**src/rtl/sub_seq_pkg.sv**
```systemverilog
// Shared definitions for the bit-serial prefix subtractor: default width,
// FSM state encoding and the step-counter sizing helper.
package sub_seq_pkg;

    localparam int WIDTH_DEF = 8;

    typedef enum logic [1:0] {
        IDLE   = 2'd0,
        PREFIX = 2'd1,
        DONE   = 2'd2
    } state_e;

    // Counter width for WIDTH steps; kept at least 1 bit so the vector is legal.
    function automatic int step_bits(input int w);
        return (w > 1) ? $clog2(w) : 1;
    endfunction

endpackage

```
**src/rtl/gp_merge.sv**
```systemverilog
// Single-bit prefix cell: carry out from generate/propagate and incoming carry.
module gp_merge (
    input  logic g_i,
    input  logic p_i,
    input  logic c_i,
    output logic c_o
);

    assign c_o = g_i | (p_i & c_i);

endmodule

```
**src/rtl/sub_8b_seq.sv**
```systemverilog
// Sequential subtractor: a - b as a + ~b + 1, resolving one carry per cycle
// through a reused prefix cell, with valid/ready handshakes on both sides.
module sub_8b_seq
    import sub_seq_pkg::*;
#(
    parameter int WIDTH = WIDTH_DEF
) (
    input  logic             clk,
    input  logic             rst_n,
    input  logic             in_valid,
    output logic             in_ready,
    input  logic [WIDTH-1:0] a,
    input  logic [WIDTH-1:0] b,
    output logic             out_valid,
    input  logic             out_ready,
    output logic [WIDTH-1:0] diff,
    output logic             bout,
    output logic             ovf,
    output logic             zero
);

    localparam int KW = step_bits(WIDTH);
    localparam logic [KW-1:0] K_LAST = KW'(WIDTH - 1);
    localparam logic [KW-1:0] K_ONE  = KW'(1);

    state_e           state_q, state_d;
    logic [WIDTH-1:0] g_q, g_d;
    logic [WIDTH-1:0] p_q, p_d;
    logic [WIDTH-1:0] c_q, c_d;
    logic [KW-1:0]    k_q, k_d;
    logic [WIDTH-1:0] diff_q, diff_d;
    logic             bout_q, bout_d;
    logic             ovf_q, ovf_d;
    logic             zero_q, zero_d;

    logic [KW-1:0]    k_prev;
    logic             c_in;
    logic             c_out;

    // Carry-in of the subtraction (the +1) enters as C[-1] on the first step.
    assign k_prev = k_q - K_ONE;
    assign c_in   = (k_q == '0) ? 1'b1 : c_q[k_prev];

    gp_merge u_gp_merge (
        .g_i (g_q[k_q]),
        .p_i (p_q[k_q]),
        .c_i (c_in),
        .c_o (c_out)
    );

    always_ff @(posedge clk or negedge rst_n) begin
        if (!rst_n) begin
            state_q <= IDLE;
            g_q     <= '0;
            p_q     <= '0;
            c_q     <= '0;
            k_q     <= '0;
            diff_q  <= '0;
            bout_q  <= 1'b0;
            ovf_q   <= 1'b0;
            zero_q  <= 1'b0;
        end else begin
            state_q <= state_d;
            g_q     <= g_d;
            p_q     <= p_d;
            c_q     <= c_d;
            k_q     <= k_d;
            diff_q  <= diff_d;
            bout_q  <= bout_d;
            ovf_q   <= ovf_d;
            zero_q  <= zero_d;
        end
    end

    always_comb begin
        state_d = state_q;
        g_d     = g_q;
        p_d     = p_q;
        c_d     = c_q;
        k_d     = k_q;
        diff_d  = diff_q;
        bout_d  = bout_q;
        ovf_d   = ovf_q;
        zero_d  = zero_q;
        case (state_q)
            IDLE: begin
                if (in_valid) begin
                    g_d     = a & ~b;
                    p_d     = a ^ ~b;
                    c_d     = '0;
                    k_d     = '0;
                    state_d = PREFIX;
                end
            end
            PREFIX: begin
                c_d[k_q] = c_out;
                k_d      = k_q + K_ONE;
                // Last step: the full carry vector is known, so the result
                // is formed here and registered together with the DONE entry.
                if (k_q == K_LAST) begin
                    k_d     = '0;
                    diff_d  = p_q ^ {c_d[WIDTH-2:0], 1'b1};
                    bout_d  = ~c_d[WIDTH-1];
                    ovf_d   = c_d[WIDTH-1] ^ c_d[WIDTH-2];
                    zero_d  = (diff_d == '0);
                    state_d = DONE;
                end
            end
            DONE: begin
                if (out_ready) state_d = IDLE;
            end
            default: state_d = IDLE;
        endcase
    end

    assign in_ready  = (state_q == IDLE);
    assign out_valid = (state_q == DONE);
    assign diff      = diff_q;
    assign bout      = bout_q;
    assign ovf       = ovf_q;
    assign zero      = zero_q;

endmodule

```
**config.mk**
```make
export PLATFORM = sky130hd
export DESIGN_NAME = sub_8b_seq
export DESIGN_NICKNAME = d
export VERILOG_FILES = /design/src/rtl/sub_seq_pkg.sv /design/src/rtl/gp_merge.sv /design/src/rtl/sub_8b_seq.sv
export SDC_FILE = /design/constraint.sdc
export NUM_CORES = 1
export LEC_CHECK = 0
export BUFFER_PORTS_ARGS = -buffer_cell sky130_fd_sc_hd__buf_2
export CORE_MARGIN = 2
export CORE_UTILIZATION = 40
export DETAILED_ROUTE_END_ITERATION = 16
export GPL_TIMING_DRIVEN = 0
export PLACE_DENSITY = 0.56
export SLEW_MARGIN = 15
export SYNTH_ARGS = -nofsm -noshare
export SYNTH_HDL_FRONTEND = slang
export SYNTH_HIERARCHICAL = 1
export SYNTH_SLANG_ARGS = --single-unit
```
**constraint.sdc**
```tcl
create_clock -name clk -period 6.1 [get_ports clk]
set_input_delay 0.61 -clock clk [delete_from_list [all_inputs] [get_ports clk]]
set_output_delay 0.61 -clock clk [all_outputs]
set_load 0.1 [all_outputs]
```
== Word level (Yosys, flattened, before mapping) ==
Cells that the tools add are included.
Storage, ports and cells
  logic and storage cells: 56
  flip-flop bits (word level): 40
Operators by class
  $lt $le $gt $ge: 3
  add/subtract/negate cells: 2
  eq/ne operators: 6
  bitwise logic cells: 8
  mux-type cells: 19
  reduce and logical (&&, ||, !) cells: 9
Operators by type and width (count)
  $pmux W8 S2: 1
  $xor A8 B8 Y8: 2
  $bmux W1 S3: 3
  $and A8 B8 Y8: 1
  $bwmux W8: 1
  $logic_not A8 Y1: 1
  $lt A3 B4 Y1 const B: 2
  $mux W8: 1
  $not A8 Y8: 1
  $mux W2: 3
  $mux W3: 2
  $pmux W2 S3: 1
  $pmux W3 S2: 1
  $reduce_and A2 Y1: 3
  $mux W1: 5
  $ne A2 B2 Y1 const B: 2
  $add A3 B1 Y3 const B: 1
  $demux W1 S3: 1
  $eq A3 B3 Y1 const B: 1
  $ge A3 B1 Y1 const B: 1
  $logic_not A3 Y1: 1
  $reduce_and A3 Y1: 1
  $sub A3 B1 Y3 const B: 1
  $eq A2 B1 Y1 const B: 1
  other kinds (9): 9

== Depth between registers and ports, before layout ==
Gate-level depths: netlist of run 1.
  depth in word-level cells: 9
  mapped depth: 13
  mapped depth without buffers: 11

== Modules after synthesis ==
The synthesis of run 1 kept the hierarchy.
Modules (own cells, without submodules)
  sub_8b_seq: area each 2219.6 µm², cells each 206, seq. area each 1001.0 µm², instances 1
  gp_merge: area each 7.5 µm², cells each 1, seq. area each 0.0 µm², instances 1

== Least setup slack after synthesis of run 1 ==
No wires, ideal clock.
  path type: reg-to-reg
  start point: register k_q[1]
  end point: register zero_q, in the netlist zero
  stages on the path, launching flop included: 14
  library setup time: 104 ps
  data required time: 5996 ps
  path buffers: 2
  arrival time: 2782 ps
  setup slack: 3214 ps
  cell sequence: dfrtp_1 buf_6 inv_4 ha_1 mux4_1 nor2b_1 a2111oi_0 a21oi_1 a21o_1 clkbuf_1 mux2i_1 xor2_1 nand4_1 o41ai_2
Between the ends
  longest elaborated chain between the ends: 9
Ends and longest elaborated chain
  from (decl): RTL line sub_8b_seq.sv:30  | logic [KW-1:0] k_q, k_d;
  from (signal assigned): RTL line sub_8b_seq.sv:67  | k_q <= k_d;
  $sub A3 B1 Y3: RTL line sub_8b_seq.sv:41  | assign k_prev = k_q - K_ONE;
  $bmux W1 S3: RTL line sub_8b_seq.sv:42  | assign c_in = (k_q == '0) ? 1'b1 : c_q[k_prev];
  $mux W1 (not written as such): RTL line sub_8b_seq.sv:42
  $mux W1 *: RTL line sub_8b_seq.sv:42
  named net c_in: RTL line sub_8b_seq.sv:37  | logic c_in;
  $and A1 B1 Y1 *: RTL line gp_merge.sv:9  | assign c_o = g_i | (p_i & c_i);
  $or A1 B1 Y1 *: RTL line gp_merge.sv:9
  named net c_out: RTL line sub_8b_seq.sv:38  | logic c_out;
  $bwmux W8 *: RTL line sub_8b_seq.sv:96  | c_d[k_q] = c_out;
  $xor A8 B8 Y8 *: RTL line sub_8b_seq.sv:102  | diff_d = p_q ^ {c_d[WIDTH-2:0], 1'b1};
  $logic_not A8 Y1 *: RTL line sub_8b_seq.sv:105  | zero_d = (diff_d == '0);
  to (signal assigned): RTL line sub_8b_seq.sv:71  | zero_q <= zero_d;
  to (decl): RTL line sub_8b_seq.sv:34  | logic zero_q, zero_d;
Mark *: on every way through the listed nets, which the timed path passes. The rest lies on a longest branch. The select of a mux whose other input is x is not followed.
A chain may end at the register's enable or synchronous reset.

== Final worst setup path of run 1 ==
Ends and elaborated chain as after synthesis.

==> results.md, run 1 <==
- The setup path with the least slack is of type register to register.
- The layout overhead on the synthesized area is 16.1%.
- The maximum operating frequency is 0.291 GHz.
- The run finished with clean final reports.
- The critical path contains buffers and inverters numbering 3 combined.
- Summed over all nets, the half-perimeter wirelength after detailed placement is 3570 um.
- The number of distinct library cells after synthesis is 39.
- The insertion delay to the later sink of the worst-skew pair is 0.29 ns.
- The final-report hold violation count was 0.
- The count of port buffers added during placement is 32.
- The fraction of final layout cells with drive strength greater than 1 is 27.9%.
- The initial antenna violation count is 0.
- Setup repair after global routing left no endpoint under its margin.
- For this run, the number of Yosys warnings is 6.
- Global routing finished with a remaining overflow of 0.
- The number of remaining DRC errors is 0.
- In this run the number of H-tree levels came out at 2.
- In this run the standard cell core region covers 5440 sq um.
- The post-placement cell count is 311.
- The register bit total from synthesis is 40.
- The buffer levels on the longest clock path is 2.
- The die outline width is 78.6 um.
- The via count of the first global-routing pass is 1,610.
- The nature of the critical path endpoint is a register.
- Of the available clock period, the critical path in the final layout requires 56.3%.
- The number of DRC markers after the initial detailed-route iteration is 87.
- For this run, the total global-route usage over all layers was measured as 17.6%.
- The max-capacitance violation count is 0.
- After clock tree synthesis, the clock-pin slew on the worst setup and hold paths is 0.08 ns.
- The sequential share of the synthesized area is 44.9%.
- The effective utilization at floorplan is 40.9%.
- The type of origin of the critical path is a register.
- The first detailed-routing pass took 4 iterations.
- The routed wirelength normalized by instance count is 15.4 um.
- At the end of routability-driven placement, the weighted congestion stood at 0.844.
- Of all nets on the critical path, the largest fanout is 10.
- After synthesis the cells add up to 2230 sq um.
- The floorplan step set the die height to 78.6 um.
- The net count of the mapped netlist is 239.
- The largest clock skew in the final design is 0.00540 ns.
- Hold repair after CTS inserted 0 buffers.
- The remaining number of nets flagged by the antenna check after routing is 0.
- Using the TritonRoute via totals, the vias-per-cell ratio works out to 5.16.
- The post-cts resize count is 0.
- Once layout is complete, the cells apart from fillers number 319.
- The sum of routed wire length over all layers is 4910 um.
- Walking the worst path, the cells encountered are buf_6 -> inv_4 -> ha_1 -> mux4_1 -> nor2b_1 -> a2111oi_0 -> a21oi_1 -> a21o_1 -> clkbuf_1 -> mux2i_1 -> xor2_1 -> nand4_1 -> o41ai_2.
- The min-delay analysis places its worst path in the category primary input to asynchronous set/reset pin.
- The path depth of the worst reg2reg path is 13.
- Buffers inserted during clock tree synthesis total 5.
- The root cell of the clock tree is clkbuf_8.
- The largest net degree at the start of global routing is 41.
- The largest individual stage delay along the critical path comes from the cell a2111oi_0.
- Broken down by cell family, the worst path's largest delay share belongs to compound AO/OA/AOI/OAI gates.
- The final antenna diode count is 0.
- The final route contains 1,647 vias.
- The gate count of the mapped netlist is 207.
- Leaving out fill and tap cells, the most frequent cell in the layout is dfrtp_1.
- The I/O pin total is 33.
- The instance count on the critical path is 13.
- Setup violations remaining at the end of the flow were counted as 0.
- The data required time of the critical path is 6.29 ns.
- The endpoint arrival time on the critical path is 3.63 ns.
- The number of placement rows is 27.
- A synthesized cell averages 10.8 sq um.
- The clock period minus worst slack is 3.44 ns.
- The global-route wire length before repair is 8290 um.
- In this run the tightest slew margin relative to its limit is 38.5%.
- The slew at the pin closest to its max-slew limit is 0.922 ns.
- The total negative setup slack is 0 ns.
- The number of setup buffers added after CTS is 0.
- The library cells used most frequently in the layout, excluding fill and tap cells, are dfrtp_1 (40), buf_2 (33), nand2_1 (20), mux2_2 (19), o21ai_0 (16).
- The die covers 6180 sq um.
- The net count of the finished layout is 278.
- TritonCTS built the clock tree.
- The critical path's largest stage delay is 0.38 ns.
- The number of max-slew violations in the final report is 0.
- The count of clock tree sinks is 40.
registers in the layout, indices dropped and copies added, names as in the netlist:
name and count:
bout 1, c_q 8, diff 8, g_q 8, k_q 3, ovf 1
p_q 8, state_q 2, zero 1
worst reg2reg max path, delay by kind of cell (launching register included):
family / cells / cell delay (ns)
mux: 2 / 0.55
simple gates: 2 / 0.31
xor+xnor: 1 / 0.29
compound gates: 4 / 1.01
flops: 1 / 0.37
fa+ha+maj: 1 / 0.33
buf+inv: 3 / 0.48
Yosys cell counts (all sizes together):
library cell | count | area, sq um
a2111oi | 1 | 8.76
a21o | 1 | 7.51
a21oi | 6 | 30.0
a221o | 1 | 10.0
a31o | 1 | 8.76
a31oi | 1 | 6.26
and2 | 1 | 6.26
and3 | 1 | 6.26
buf | 4 | 35.0
clkbuf | 8 | 30.0
dfrtp | 40 | 1000
ha | 12 | 150
inv | 14 | 57.6
mux2 | 19 | 214
mux2i | 14 | 140
mux4 | 2 | 48.8
nand2 | 20 | 75.1
nand2b | 2 | 12.5
nand3 | 4 | 20.0
nand3b | 3 | 35.0
nand4 | 2 | 12.5
nor2 | 10 | 37.5
nor2b | 2 | 12.5
nor3 | 1 | 5.00
nor3b | 2 | 15.0
o21ai | 16 | 80.1
o21bai | 1 | 7.51
o221ai | 1 | 8.76
o22ai | 4 | 25.0
o31ai | 3 | 22.5
o41ai | 1 | 16.3
or3 | 1 | 11.3
xnor2 | 3 | 26.3
xor2 | 5 | 43.8
per-stage QoR:
step | worst slack (ns) | hold slack, ns | area, sq um | utilization, %
floorplan | 3.21 | 0.314 | 2230 | -
global placement | 2.71 | 0.461 | 2480 | 45.5
detailed placement | 2.67 | 0.465 | 2480 | 45.5
CTS | 2.64 | 0.484 | 2580 | 47.5
global route | 2.30 | 0.501 | 2580 | 47.5
finish | 2.66 | 0.434 | 2580 | 47.5
final timing paths:
check	from	to	slack [ns]
max	k_q[1]	zero	2.66
min	rst_n	k_q[0]	0.43
max reg2reg	k_q[1]	zero	2.66
min reg2reg	diff[5]	diff[5]	0.48
max in group asynchronous	rst_n	c_q[1]	5.08
min in group clk	diff[5]	diff[5]	0.48
logic make-up after synthesis:
| group | count (synthesis) | share of synthesized area [%] |
|---|---|---|
| AOI/OAI and AO/OA | 37 | 10.4 |
| xor gates and xnor gates | 8 | 3.15 |
| adders and majority gates | 12 | 6.74 |
| buffers and inverters | 26 | 5.51 |
| DFF | 40 | 44.9 |
| muxes | 35 | 18.1 |
| and+or+nand+nor | 49 | 11.2 |
metal layers:
metal | vias up | part of all wire [%] | track usage, % | routed length [um]
li1 | 805 | - | - | -
met1 | 797 | 47 | 23.5 | 2330
met2 | 35 | 46 | 27.9 | 2270
met3 | 10 | 3.0 | 3.22 | 147
met4 | 0 | 3.3 | 7.72 | 161
met5 | - | 0 | 0 | 0
final cells by class:
| cell class | instances | area, sq um |
|---|---|---|
| multi-input cells | 141 | 1100 |
| repair buffers | 32 | 160 |
| clock buffers | 6 | 72.6 |
| flip-flops and latches | 40 | 1000 |
| inverters | 14 | 57.6 |
| plain buffers | 12 | 65.1 |
| well taps | 72 | 90.1 |
| clock inverters | 2 | 35.0 |
| fillers | 525 | 2850 |
Power of run 1 is left out: the tool's default activity adds up to more than one toggle a clock period on the data nets, which glitch-free logic cannot reach.
==> run 2: changes to the inputs <==
==> constraint.sdc (replaced) <==
create_clock -name clk -period 3.3 [get_ports clk]
set_input_delay 0.33 -clock clk [delete_from_list [all_inputs] [get_ports clk]]
set_output_delay 0.33 -clock clk [all_outputs]
set_load 0.1 [all_outputs]
==> results.md, run 2 (same netlist as run 1, synthesis figures left out) <==
- The period utilization is 94.1% (+38 points).
- The clock period minus worst slack is 3.11 ns (-0.329 ns).
- The fraction of final layout cells with drive strength greater than 1 is 31.3% (+3.4 points).
- The number of placement rows is 27 (unchanged).
- The count of port buffers added during placement came to 32 (unchanged).
- The critical path in this run is classified as register to register.
- The final-report hold violation count is 0 (unchanged).
- The clock transition at the registers of the reported paths is 0.08 ns (about the same).
- The layout overhead on the synthesized area is 19.3%.
- The library cells used most frequently in the layout, excluding fill and tap cells, are dfrtp_1 (40), buf_2 (33), nand2_1 (20), mux2_2 (19), o21ai_0 (16).
- The data required time of the critical path was 3.47 ns (-2.82 ns).
- The destination of the critical timing path is diff[5].
- The via total after detailed routing is 1,674 (+1.6%).
- The net count of the finished layout is 283 (+1.8%).
- The die outline height came to 78.6 um (unchanged).
- The global route total overflow is 0 (unchanged).
- The number of buffers added to fix hold violations after cts is 0 (unchanged).
- The largest net degree at the start of global routing is 41 (unchanged).
- The placed wire-length estimate was 3570 um (unchanged).
- The final antenna diode count is 0 (unchanged).
- The area inside the core boundary was 5440 sq um (unchanged).
- The number of DRC markers after the initial detailed-route iteration came to 92 (+5.7%).
- The effective utilization at floorplan is 40.9% (unchanged).
- The highest-delay cell along the critical path is clkbuf_1.
- The endpoint arrival time on the critical path is 3.27 ns (-0.36 ns).
- The global router's overall resource usage came to 18.0% (+0.36 points).
- In this run the worst setup path begins at k_q[2].
- The number of max-slew violations in the final report came to 0 (unchanged).
- The detailed-routing iteration count for the pre-antenna-repair pass came to 4 (unchanged).
- The die outline area is 6180 sq um (unchanged).
- The via count normalized by instance count is 5.17 (about the same).
- The met3 wire length was 230 um (+56%).
- The number of remaining DRC errors was 0 (unchanged).
- The slew at the pin closest to its max-slew limit is 0.924 ns (+0.00225 ns).
- After detailed routing, no signal wire sits above met4.
- The H-tree depth was 2 (unchanged).
- The run finished with clean final reports.
- The number of clock buffers inserted by TritonCTS is 5 (unchanged).
- The global placement routability congestion is 0.844 (unchanged).
- The maximum fanout along the worst path is 10 (unchanged).
- The sum of routed wire length over all layers is 4990 um (+1.7%).
- The die outline width came to 78.6 um (unchanged).
- The critical path's largest stage delay came to 0.46 ns (+0.08 ns).
- Clock tree synthesis selected as its root buffer the cell clkbuf_8.
- The worst hold slack after final layout is 0.156 ns (-0.278 ns).
- The initial antenna violation count is 0 (unchanged).
- The path depth of the worst reg2reg path came to 14 (+1).
- The via count of the first global-routing pass was 1,621 (+0.68%).
- STA classifies the critical path endpoint as a register.
- The type of origin of the critical path is a register.
- The relative slew slack was 38.4% (-0.15 points).
- TritonCTS built the clock tree.
- The routed metal-1 wire length is 2330 um (about the same).
- The max-capacitance violation count is 0 (unchanged).
- The remaining number of nets flagged by the antenna check after routing is 0 (unchanged).
- The post-placement cell count is 311 (unchanged).
- The library cell used most frequently in the layout, excluding fill and tap cells, is dfrtp_1.
- The routed wire length on met2 is 2370 um (+4.2%).
- The worst register-to-register path begins at k_q[2].
- The cell type with the highest occurrence count on the critical path is buf_4.
- The flop-to-flop setup slack was 0.19 ns (-2.47 ns).
- The maximum operating frequency was 0.322 GHz (+11%).
- Setup repair after global routing left no endpoint under its margin.
- The final cell count without fillers is 324 (+1.6%).
- The insertion delay to the later sink of the worst-skew pair is 0.29 ns (about the same).
- The worst register-to-register path ends at diff[5].
- The buffer levels on the longest clock path is 2 (unchanged).
- The routed wirelength normalized by instance count is 15.4 um (+0.12%).
- The I/O pin total was 33 (unchanged).
- The number of endpoints failing setup at the final stage was 0 (unchanged).
- The count of clock tree sinks is 40 (unchanged).
- Walking the worst path, the cells encountered are buf_4 -> clkbuf_1 -> nand3b_1 -> o21ai_0 -> a221o_1 -> a21o_1 -> clkbuf_4 -> mux2i_1 -> xor2_1 -> buf_4 -> buf_4 -> buf_4 -> buf_4 -> o21ai_0.
- The worst hold path belongs to the class primary input to asynchronous set/reset pin.
- The largest clock skew in the final design is 0.00521 ns (-0.000194 ns).
- The global-route wire length before repair is 8480 um (+2.3%).
[run 2: cell count changes in the layout (fill, tap and decap cells not counted), sizes merged]
cell and delta:
buf +6, clkbuf -1
[run 2: how the worst min path moves through the flow]
stage	start	endpoint	slack, ns	depth (start not counted)
detailed placement	diff[5]	diff[5]	0.46	2
CTS	out_ready	state_q[1]	0.21	2
global placement	diff[5]	diff[5]	0.46	2
floorplan	rst_n	bout	0.03	0
global route	out_ready	state_q[1]	0.24	2
finish	rst_n	k_q[0]	0.16	1
[run 2: metal layers]
layer | global-route usage (%) | vias to the layer above
met4 | 5.61 | 0
met3 | 3.56 | 6
met1 | 24.2 | 816
li1 | - | 815
met2 | 29.1 | 37
met5 | 0 | -
[run 2: area by class of cell]
cell class	count	area [sq um]
Buffer	11	65.1
Clock buffer	6	72.6
Clock inverter	2	35.0
Fill cell	523	2780
Inverter	14	57.6
Multi-Input combinational cell	141	1130
Sequential cell	40	1000
Tap cell	72	90.1
Timing Repair Buffer	38	205
[run 2: worst max-delay path: cells and delay by family (launching register included)]
family                 cells  cell delay, ns
buffers and inverters      7            1.28
AO/OA/AOI/OAI              4            0.70
flip-flops                 1            0.37
XOR/XNOR                   1            0.27
AND/OR/NAND/NOR            1            0.18
multiplexers               1            0.18
[run 2: through the flow]
step | instance area, sq um | worst slack [ns] | setup TNS [ns] | util, %
global placement | 2480 | -0.0885 | -0.0885 | 45.5
floorplan | 2230 | 0.414 | 0 | -
CTS | 2620 | 0.00373 | 0 | 48.2
finish | 2660 | 0.194 | 0 | 48.9
global route | 2660 | 0.0107 | 0 | 48.9
detailed placement | 2480 | -0.126 | -0.126 | 45.5
[run 2: what timing repair did]
item	4_1_cts	5_1_grt
resized for setup	5	2
pin swaps	2	4
setup endpoints to repair	1	2
buffers inserted	4	2
Power of run 2 is left out for the same reason.
==> run 3: changes to the inputs <==
--- a/config.mk
+++ b/config.mk
@@ -5,11 +5,11 @@
 export SDC_FILE = /design/constraint.sdc
 export NUM_CORES = 1
 export LEC_CHECK = 0
-export BUFFER_PORTS_ARGS = -buffer_cell sky130_fd_sc_hd__buf_2
+export BUFFER_PORTS_ARGS = -buffer_cell sky130_fd_sc_hd__clkbuf_2
 export CORE_MARGIN = 2
 export CORE_UTILIZATION = 40
 export DETAILED_ROUTE_END_ITERATION = 16
-export GPL_TIMING_DRIVEN = 0
+export GPL_ROUTABILITY_DRIVEN = 0
 export PLACE_DENSITY = 0.56
 export SLEW_MARGIN = 15
 export SYNTH_ARGS = -nofsm -noshare
==> results.md, run 3 (same netlist as run 1, synthesis figures left out) <==
- The global routing stage identified its most utilized layer as met2.
- The area inside the core boundary is 5440 sq um (unchanged).
- The final antenna diode count is 0 (unchanged).
- The post-cts resize count is 0 (-5).
- The number of DRC markers after the initial detailed-route iteration was 92 (unchanged).
- The clock period minus worst slack came to 2.96 ns (-0.144 ns).
- The remaining number of nets flagged by the antenna check after routing is 0 (unchanged).
- The initial antenna violation count is 0 (unchanged).
- The via total after detailed routing is 1,612 (-3.7%).
- The global route total overflow is 0 (unchanged).
- The path class of the tightest hold or removal check is primary input to asynchronous set/reset pin.
- The effective utilization at floorplan is 40.9% (unchanged).
- The met1 global-route usage is 23.9% (-0.32 points).
- The number of fill cells is 532 (+1.7%).
- The global-route wire length before repair came to 8070 um (-4.9%).
- In this run the critical register-to-register path is launched from k_q[0].
- The global router's overall resource usage is 17.0% (-0.97 points).
- The placement-stage worst setup slack is 0.241 ns (+0.366 ns).
- The met3 track demand over resource in global routing is 3.68% (+0.11 points).
- The data required time of the critical path is 3.49 ns (+0.02 ns).
- The critical path is of the register to register type.
- TritonCTS built the clock tree.
- The fraction of final layout cells with drive strength greater than 1 is 30.6% (-0.77 points).
- The insertion delay to the later sink of the worst-skew pair is 0.29 ns (about the same).
- The largest clock skew in the final design is 0.00595 ns (+0.000745 ns).
- The number of max-slew violations in the final report is 0 (unchanged).
- The critical path goes through inv_4 -> ha_1 -> mux4_1 -> nor2b_1 -> a2111oi_1 -> a21oi_1 -> a21o_1 -> mux2i_1 -> xor2_1 -> nand4_1 -> o41ai_2.
- The sum of routed wire length over all layers is 4790 um (-4.0%).
- The worst hold slack after final layout is 0.204 ns (+0.0480 ns).
- The footprint of the flip-flops and latches was 1000 sq um (+0.12%).
- The clock transition at the registers of the reported paths is 0.08 ns (about the same).
- The I/O pin total is 33 (unchanged).
- The total negative setup slack came to 0 ns (unchanged).
- The final critical-path setup slack was 0.337 ns (+0.144 ns).
- The die outline area is 6180 sq um (unchanged).
- The net count of the finished layout was 274 (-3.2%).
- The run finished with clean final reports.
- The routed wirelength normalized by instance count is 15.3 um (-0.95%).
- The worst setup path is launched from a register.
- The endpoint arrival time on the critical path is 3.15 ns (-0.12 ns).
- The most critical setup path has its startpoint at k_q[0].
- The detailed-routing iteration count for the pre-antenna-repair pass was 4 (unchanged).
- The area growth from synthesis to layout is 14.8%.
- The maximum fanout along the worst path is 5 (-5).
- The final-report hold violation count is 0 (unchanged).
- The number of clock buffers inserted by TritonCTS came to 5 (unchanged).
- The number of remaining DRC errors came to 0 (unchanged).
- The buffer levels on the longest clock path is 2 (unchanged).
- The count of port buffers added during placement was 32 (unchanged).
- In the layout the commonest cells are dfrtp_1 (39), clkbuf_2 (32), nand2_1 (20), mux2_2 (19), o21ai_0 (16).
- The period utilization is 89.8% (-4.4 points).
- The H-tree depth was 2 (unchanged).
- The area occupied by multi-input gates is 1110 sq um (-2.0%).
- The slowest stage of the critical path is the dfrtp_2 cell.
- The via count normalized by instance count was 5.13 (-0.64%).
- The root cell of the clock tree is clkbuf_8.
- The critical path's largest stage delay is 0.42 ns (-0.04 ns).
- Setup repair after global routing left no endpoint under its margin.
- The count of clock tree sinks was 40 (unchanged).
- The relative slew slack is 32.4% (-6.0 points).
- The max-capacitance violation count is 0 (unchanged).
- The die outline height was 78.6 um (unchanged).
- The maximum operating frequency is 0.338 GHz (+4.9%).
- The met2 layer usage reported by global route was 25.6% (-3.5 points).
- The family of cells with the greatest summed delay on the critical path is compound AO/OA/AOI/OAI gates.
- The via count of the first global-routing pass is 1,603 (-1.1%).
- The number of buffer and inverter stages on the critical path is 1 (-6).
- The die outline width is 78.6 um (unchanged).
- The number of buffers added to fix hold violations after cts is 0 (unchanged).
- The commonest non-fill, non-tap cell in the layout is dfrtp_1.
- The nature of the critical path endpoint is a register.
- The placed wire-length estimate is 3490 um (-2.2%).
- The largest net degree at the start of global routing is 41 (unchanged).
- The number of endpoints failing setup at the final stage was 0 (unchanged).
- The slew at the pin closest to its max-slew limit came to 1.01 ns (+0.0897 ns).
- The number of placement rows was 27 (unchanged).
- The number of setup buffers added after CTS is 0 (-4).
## run 3: cell count changes in the layout (fill, tap and decap cells not counted), sizes merged
| cell | before | now |
|---|---|---|
| clkbuf | 13 | 38 |
| bufinv | 1 | 0 |
| buf | 42 | 8 |
## run 3: path summary, 6_finish.rpt
| check | endpoint | slack [ns] | cells after the start |
|---|---|---|---|
| hold reg to reg | diff[0] | 0.48 | 2 |
| min in group clk | state_q[1] | 0.22 | 2 |
| hold / removal | state_q[1] | 0.20 | 1 |
| setup reg to reg | zero | 0.34 | 11 |
| setup / recovery | zero | 0.34 | 11 |
| max in group asynchronous | k_q[0] | 2.42 | 1 |
## run 3: worst register-to-register path: cells and delay by family, from the launching register on
kind | cells | cell delay (ns)
fa+ha+maj | 1 | 0.33
xor+xnor | 1 | 0.24
compound gates | 4 | 1.04
simple gates | 2 | 0.29
mux | 2 | 0.51
flops | 1 | 0.42
buf+inv | 1 | 0.06
## run 3: stage by stage
step           std cells  util (%)  cell area, sq um
6_report             314      47.0              2560
3_5_place_dp         307      45.5              2470
2_1_floorplan        207         -              2230
4_1_cts              314      46.9              2550
3_3_place_gp         307      45.5              2470
5_1_grt              314      47.0              2560
## run 3: cell type report
type,count,share of cell area (%)
clock inverter,1,0.196
inverter,14,2.25
tap,72,3.52
timing repair buffer,40,8.61
sequential,40,39.2
multi-input combinational,141,43.4
clock buffer,6,2.84
## run 3: per-layer routing
layer,vias up,routed length (um)
met5,-,0
met1,763,2390
met3,10,223
li1,793,-
met2,46,2070
met4,0,109
Power of run 3 is left out for the same reason.
